[src/rtl/count_pkg.sv]
// Shared types and widths for the counter sample path.
// Latency: n/a (declarations only).
// Backpressure: n/a.
//
// CNT_W    : width of the counter value being sampled
// EPOCH_W  : width of the wrap-epoch tag (wraps modulo 2^EPOCH_W)
// SAMPLE_W : total width of one stored sample
// sample_t : {epoch, count}; epoch in the upper bits so that a plain
//            unsigned compare of two samples orders them in time
package count_pkg;

    localparam int CNT_W    = 4;
    localparam int EPOCH_W  = 4;
    localparam int SAMPLE_W = CNT_W + EPOCH_W;

    typedef struct packed {
        logic [EPOCH_W-1:0] epoch;
        logic [CNT_W-1:0]   count;
    } sample_t;

endpackage

[src/rtl/sample_fifo.sv]
// Generic synchronous FIFO: register storage, wrap-extended pointers, occupancy.
// Latency: a push is visible at head_data/head_valid the cycle after it is accepted.
// Backpressure: push is ignored when full unless a pop happens in the same cycle.
//
// Ports:
//   clk, rst            clock; asynchronous active-low reset (0 = reset)
//   push, push_data     write request and data
//   pop                 consume head entry (ignored when empty)
//   head_data           head entry, 0 when empty
//   head_valid          FIFO not empty
//   level               occupancy 0..DEPTH
//   full                level == DEPTH
module sample_fifo #(
    parameter int DATA_W = 8,
    parameter int DEPTH  = 4,
    localparam int IDX_W = $clog2(DEPTH),
    localparam int LVL_W = IDX_W + 1
) (
    input  logic              clk,
    input  logic              rst,
    input  logic              push,
    input  logic [DATA_W-1:0] push_data,
    input  logic              pop,
    output logic [DATA_W-1:0] head_data,
    output logic              head_valid,
    output logic [LVL_W-1:0]  level,
    output logic              full
);

    logic [DATA_W-1:0] mem_q [DEPTH];
    logic [DATA_W-1:0] mem_d [DEPTH];
    // One extra bit beyond the index distinguishes full from empty, so
    // the difference of the two counters is the occupancy directly.
    logic [LVL_W-1:0]  wr_cnt_q, wr_cnt_d;
    logic [LVL_W-1:0]  rd_cnt_q, rd_cnt_d;
    logic              empty;
    logic              do_push;
    logic              do_pop;

    assign level      = wr_cnt_q - rd_cnt_q;
    assign empty      = (level == '0);
    assign full       = (level == LVL_W'(DEPTH));
    assign do_pop     = pop && !empty;
    // A slot freed by a same-cycle pop may be reused immediately.
    assign do_push    = push && (!full || do_pop);
    assign head_valid = !empty;
    assign head_data  = empty ? '0 : mem_q[rd_cnt_q[IDX_W-1:0]];

    always_comb begin
        mem_d    = mem_q;
        wr_cnt_d = wr_cnt_q;
        rd_cnt_d = rd_cnt_q;
        if (do_push) begin
            mem_d[wr_cnt_q[IDX_W-1:0]] = push_data;
            wr_cnt_d                   = wr_cnt_q + LVL_W'(1);
        end
        if (do_pop) begin
            rd_cnt_d = rd_cnt_q + LVL_W'(1);
        end
    end

    always_ff @(posedge clk or negedge rst) begin
        if (!rst) begin
            for (int i = 0; i < DEPTH; i++) begin
                mem_q[i] <= '0;
            end
            wr_cnt_q <= '0;
            rd_cnt_q <= '0;
        end else begin
            mem_q    <= mem_d;
            wr_cnt_q <= wr_cnt_d;
            rd_cnt_q <= rd_cnt_d;
        end
    end

endmodule

[src/rtl/count_sample_queue.sv]
// Snapshots the counter on capture, tags it with a wrap epoch, queues it for a host.
// Latency: capture -> out_valid one cycle when empty; one sample per cycle sustained.
// Backpressure: out_valid/out_ready; captures into a full, non-draining queue are dropped and flagged.
//
// Ports:
//   clk        rising-edge clock shared with the counter
//   rst        asynchronous active-low reset (0 = reset)
//   count_in   counter value, observed every cycle for wrap detection
//   capture    take a sample this cycle
//   out_data   {epoch, count} at queue head (0 when empty)
//   out_valid  head entry valid
//   out_ready  consumer accepts head this cycle
//   level      occupancy 0..DEPTH
//   overflow   sticky: a capture was dropped because the queue was full
//   clear_ovf  synchronous clear of overflow (loses to a same-cycle drop)
module count_sample_queue
    import count_pkg::*;
#(
    parameter int WIDTH   = count_pkg::CNT_W,
    parameter int EPOCH_W = count_pkg::EPOCH_W,
    parameter int DEPTH   = 4,
    localparam int LVL_W  = $clog2(DEPTH) + 1
) (
    input  logic                     clk,
    input  logic                     rst,
    input  logic [WIDTH-1:0]         count_in,
    input  logic                     capture,
    output logic [EPOCH_W+WIDTH-1:0] out_data,
    output logic                     out_valid,
    input  logic                     out_ready,
    output logic [LVL_W-1:0]         level,
    output logic                     overflow,
    input  logic                     clear_ovf
);

    logic [WIDTH-1:0]   prev_count_q, prev_count_d;
    logic [EPOCH_W-1:0] epoch_q, epoch_d;
    logic               overflow_q, overflow_d;
    logic               wrap;
    logic [EPOCH_W-1:0] epoch_next;
    logic               fifo_full;
    logic               push;
    logic               pop;
    logic               drop;

    // The counter only moves forward, so a decrease means it wrapped.
    assign wrap       = (count_in < prev_count_q);
    // The sample taken in the wrap cycle already belongs to the new epoch.
    assign epoch_next = epoch_q + EPOCH_W'(wrap);

    assign pop  = out_valid && out_ready;
    assign push = capture && (!fifo_full || pop);
    assign drop = capture && fifo_full && !pop;

    always_comb begin
        prev_count_d = count_in;
        epoch_d      = epoch_next;
        overflow_d   = overflow_q;
        if (drop) begin
            overflow_d = 1'b1;
        end else if (clear_ovf) begin
            overflow_d = 1'b0;
        end
    end

    always_ff @(posedge clk or negedge rst) begin
        if (!rst) begin
            prev_count_q <= '0;
            epoch_q      <= '0;
            overflow_q   <= 1'b0;
        end else begin
            prev_count_q <= prev_count_d;
            epoch_q      <= epoch_d;
            overflow_q   <= overflow_d;
        end
    end

    assign overflow = overflow_q;

    sample_fifo #(
        .DATA_W (EPOCH_W + WIDTH),
        .DEPTH  (DEPTH)
    ) u_fifo (
        .clk        (clk),
        .rst        (rst),
        .push       (push),
        .push_data  ({epoch_next, count_in}),
        .pop        (pop),
        .head_data  (out_data),
        .head_valid (out_valid),
        .level      (level),
        .full       (fifo_full)
    );

endmodule

[config.mk]
export PLATFORM = sky130hd
export DESIGN_NAME = count_sample_queue
export DESIGN_NICKNAME = d
export VERILOG_FILES = /design/src/rtl/count_pkg.sv /design/src/rtl/sample_fifo.sv /design/src/rtl/count_sample_queue.sv
export SDC_FILE = /design/constraint.sdc
export NUM_CORES = 1
export LEC_CHECK = 0
export CAP_MARGIN = 10
export CORE_MARGIN = 5
export CORE_UTILIZATION = 56
export DETAILED_ROUTE_END_ITERATION = 7
export PLACE_DENSITY = 0.85
export SYNTH_ARGS = -nofsm -noshare
export SYNTH_HDL_FRONTEND = slang
export SYNTH_SLANG_ARGS = --single-unit
[constraint.sdc]
create_clock -name clk -period 3 [get_ports clk]
set_input_delay 0.3 -clock clk [delete_from_list [all_inputs] [get_ports clk]]
set_output_delay 0.3 -clock clk [all_outputs]
set_load 0.05 [all_outputs]
Word-level counts from Yosys, hierarchy flattened. Cells that the tools add are included.

Bits in registers: 47. Latch bits: 0. Memory bits (writable): 0. Bits in read-only memories: 0. Input bits: 9. Output and inout bits: 13. Logic and storage cells: 43. Memories: 0.

Add/sub/neg operators: 4. Multipliers: 0. Divide/modulo/power cells: 0. Order comparisons: 4. Equality and inequality tests: 1. Shift-type cells: 0. Multiplexer cells: 9. Bitwise operators: 2. Reductions and logical operators: 14.

Operators by type and width (number): 32-bit bitwise mux (1); 8-bit two-way mux (4); 8-bit binary-select mux with 2-bit select (1); 8-bit demux with 2-bit select (1); 1-bit logical AND (7); 3-bit by 1-bit adder with 3-bit output, second input constant (2); 3-bit >= comparator, second input constant (2); 2-bit inverter with 3-bit output (2); 4-bit by 1-bit adder with 4-bit output (1); 4-bit less-than comparator (1); 3-bit == test, second input constant (1); 1-bit zero test (3); 3-bit zero test (1); 3-bit by 1-bit less-than comparator with 1-bit output, second input constant (1); 3-bit subtractor (1); 1-bit logical OR (2); 1-bit two-way mux (2); 2-bit nonzero test (1).

Longest topological paths before layout. Gate-level depths: netlist of the first run.

Word-level depth: 7. Depth in mapped cells: 10. Gate-level depth less buffers: 10.

Hierarchy. Synthesis of the first run repeated with hierarchy kept, for this count alone.

Cell total of the unflattened synthesis: 157. Area, all modules: 2284.7 um2.

Modules (own cells, without submodules): sample_fifo (instances 1, cells an instance 126, area an instance 1890.6 um2, sequential area each 950.9 um2); count_sample_queue (instances 1, cells an instance 31, area an instance 394.1 um2, sequential area each 225.2 um2).

Worst setup path after synthesis of the first run. No wires, ideal clock.

Kind: reg-to-output. From: register u_fifo.wr_cnt_q[0]. To: output out_data[0]. Data arrival time: 2.599 ns. Setup slack: 0.101 ns. Stages on the path, launching flop included: 8. Cells stage by stage: dfrtp_1 -> inv_1 -> ha_1 -> fa_1 -> xor3_1 -> or3_1 -> buf_2 -> and2_1.

Cells in the longest elaborated chain, start to end: 3.

Ends and longest elaborated chain: start: declaration (line sample_fifo.sv:34) `logic [LVL_W-1:0] wr_cnt_q, wr_cnt_d;`; start signal: assignment (line sample_fifo.sv:71) `wr_cnt_q <= wr_cnt_d;`; 3-bit subtractor (line sample_fifo.sv:40) `assign level = wr_cnt_q - rd_cnt_q;`; named net level[2] (line count_sample_queue.sv:31) `output logic [LVL_W-1:0] level,`; 3-bit zero test (line sample_fifo.sv:41) `assign empty = (level == '0);`; 8-bit two-way mux (line sample_fifo.sv:47) `assign head_data = empty ? '0 : mem_q[rd_cnt_q[IDX_W-1:0]];`; end: declaration (line count_sample_queue.sv:28) `output logic [EPOCH_W+WIDTH-1:0] out_data,`.

The timed path passes the listed nets, and every way through them passes these cells.

Final worst setup path of the first run.
From: register u_fifo.wr_cnt_q[0]. To: output out_data[4].

Cells in the longest elaborated chain, start to end: 3.

Ends and longest elaborated chain (line): 3-bit subtractor (sample_fifo.sv:40); 3-bit zero test (sample_fifo.sv:41); 8-bit two-way mux (sample_fifo.sv:47).

No other way between the ends.

==> out/results.ini, run 1 <==
[clock_network]
clock_sinks=47
cts_tree=yes
clkTransAtPathRegs_ns=0.08
clock_path_buffers=2
clkLatencyLatePin_ns=0.30
htree_levels=2
post_cts_buffers=0
cts_made_buffers=5
ctsRootBufferMaster=clkbuf_8

[run]
drv_cap=0

[floorplanning]
fp-row-count=22
core_mm2=0.00372
die_w_um=72.4
die_area_mm2=0.00524
die_y_um=72.4
initial_utilization_pct=58.7
io-pin-count=22

[setup_path]
ff2ff_path_depth=7
startpoint_type=flip-flop
crit_required_ns=2.70
rr_startpoint=u_fifo.wr_cnt_q[0]
reg2reg_slack_ns=0.58
cp_max_fo=11
r2r_end=u_fifo.rd_cnt_q[1]
crit_arrival_ns=2.48
crit_type=reg2out
end_kind=output pin

[timing]
worst_pin_slew_ns=1.02
setup_viol=0
clock_skew_ns=0.0103
report.final.slew_viol_count=0
fmax_mhz=359
tns_ns=0
max_slew_margin_pct=31.9
fin_crit_sh_pct=92.8
min_period_ns=2.78
rsz0062_at_grt=no
hold_viol=0

[grt]
grt_pass1_vias=1369
antenna_found_initial=0
grt_pass1_wl_um=6840
grt_max_degree=48
grtUsageTotal_pct=17.1
grt_overflow_total=0

[place]
postPlaceCellArea_mm2=0.00242
port_buffers=21
dp.cells=214
dpl.hpwl_um=2860
place.gp.congestion=0.762

[final_layout]
stdcell_area_mm2=0.00254
diodes=0
area_delta_synth_final_pct=16.8
fin_cells=222
drive_gt1_share_pct=39.1
nets=194

[drt]
first_iter_violations=69
drt.antenna.violating_nets=0
dr.pass1.iters=4
route.detailed.drc=0
via_count=1251
drt_wl_total_um=4060
via_per_inst=5.64
avgRoutedWirePerCell_um=18.3

[hold_path]
worstHoldPathType=in2async

[synth]
syn-instance-count=146
synthesis.area_mm2=0.00218
yosys_warnings=0
synth-seq-cells=47
synthesis.nets=167
synth.distinct_cells=23
ys_seq_area_share_pct=54.0
postSynthAreaPerCell_um2=14.9

[outcome]
status=completed

critical path: stages (launching register included):
cell	delay, ns
dfrtp_1	0.39
inv_1	0.11
ha_1	0.21
fa_1	0.37
xor3_1	0.29
or3_4	0.45
and2_1	0.18
buf_4	0.18
metal layers:
| metal | vias up | part of all wire, % | GRT usage, % |
|---|---|---|---|
| met3 | 2 | 3.8 | 3.46 |
| met5 | - | 0 | 0 |
| met1 | 653 | 45 | 21.9 |
| li1 | 568 | - | - |
| met4 | 0 | 0.49 | 5.94 |
| met2 | 28 | 51 | 29.1 |
layout make-up:
type,count,area [um2]
sequential,47,1180
fill,267,1170
multi-input combinational,86,958
timing repair buffer,23,195
clock buffer,6,82.6
tap,48,60.1
inverter,10,37.5
clock inverter,2,35.0
timing repair:
item	4_1_cts	5_1_grt
hold endpoints to repair	0	0
resized for setup	0	1
hold buffers	0	0
endpoints found under the setup margin	0	8
logic make-up after synthesis:
| family | count (synthesis) | synth area share [%] |
|---|---|---|
| multiplexers | 41 | 25.3 |
| flip-flops | 47 | 54.0 |
| AO/OA/AOI/OAI | 6 | 2.24 |
| adder cells (fa/ha/maj) | 12 | 7.23 |
| XOR/XNOR | 7 | 3.50 |
| AND/OR/NAND/NOR | 20 | 5.45 |
| buffers and inverters | 13 | 2.30 |
worst max path at each step:
stage                        from               end  slack, ns  cells past startpoint
2_1_floorplan  u_fifo.wr_cnt_q[0]       out_data[0]       0.10                      7
3_3_place_gp          count_in[1]  u_fifo.mem_q[14]       0.48                     10
3_5_place_dp   u_fifo.wr_cnt_q[0]       out_data[2]       0.39                      7
4_1_cts        u_fifo.wr_cnt_q[0]       out_data[4]       0.04                      7
5_1_grt        u_fifo.wr_cnt_q[0]       out_data[2]       0.13                      7
6_report       u_fifo.wr_cnt_q[0]       out_data[4]       0.22                      7
state kept, by name, summed over array words and instances, names as in the netlist:
signal,count
prev_count_q,4
u_fifo.rd_cnt_q,3
epoch_q,4
overflow,1
u_fifo.wr_cnt_q,3
u_fifo.mem_q,32
layout by cell type (no fill, tap or decap), types with 3 or more instances in the layout:
master / instances
and2_1: 8
buf_4: 12
clkbuf_8: 6
clkdlybuf4s50_1: 10
dfrtp_1: 47
ha_1: 11
inv_1: 10
mux2_2: 33
mux4_2: 8
nand2_2: 4
nand3_1: 3
xnor2_1: 5
synthesized netlist by cell type:
library cell | number | area share, %
xnor2_1 | 5 | 2.0
nand2_2 | 4 | 1.1
o21ai_0 | 2 | 0.46
nand2b_1 | 1 | 0.29
nand2_1 | 2 | 0.34
a21boi_4 | 1 | 0.86
inv_1 | 10 | 1.7
buf_1 | 1 | 0.17
or3_1 | 1 | 0.29
and3b_1 | 1 | 0.40
a21oi_1 | 1 | 0.23
nand3_1 | 3 | 0.69
mux4_2 | 8 | 8.3
fa_1 | 1 | 0.92
ha_1 | 11 | 6.3
clkbuf_1 | 1 | 0.17
buf_2 | 1 | 0.23
a21o_1 | 2 | 0.69
xor2_1 | 1 | 0.40
and2_1 | 8 | 2.3
xor3_1 | 1 | 1.1
dfrtp_1 | 47 | 54
mux2_2 | 33 | 17
per-stage QoR:
stage | setup WS (ns) | hold WS (ns) | utilization [%]
2_1_floorplan | 0.101 | 0.00441 | -
3_3_place_gp | 0.478 | 0.470 | 65.2
3_5_place_dp | 0.391 | 0.480 | 65.2
4_1_cts | 0.0444 | 0.207 | 68.4
5_1_grt | 0.134 | 0.273 | 68.5
6_report | 0.217 | 0.172 | 68.5
Power of run 1 is not shown: default switching activity piles up to over one toggle a cycle in this logic, so the estimate is an artifact.
==> inputs of run 2 (changes only) <==
--- a/config.mk
+++ b/config.mk
@@ -9,6 +9,8 @@
 export CORE_MARGIN = 5
 export CORE_UTILIZATION = 56
 export DETAILED_ROUTE_END_ITERATION = 7
+export GPL_ROUTABILITY_DRIVEN = 0
+export HOLD_SLACK_MARGIN = 0.06
 export PLACE_DENSITY = 0.85
 export SYNTH_ARGS = -nofsm -noshare
 export SYNTH_HDL_FRONTEND = slang
==> results of run 2 <==
Final layout, timing and power as in run 1 (identical DEF).
Power of run 2 is left out for the same reason.
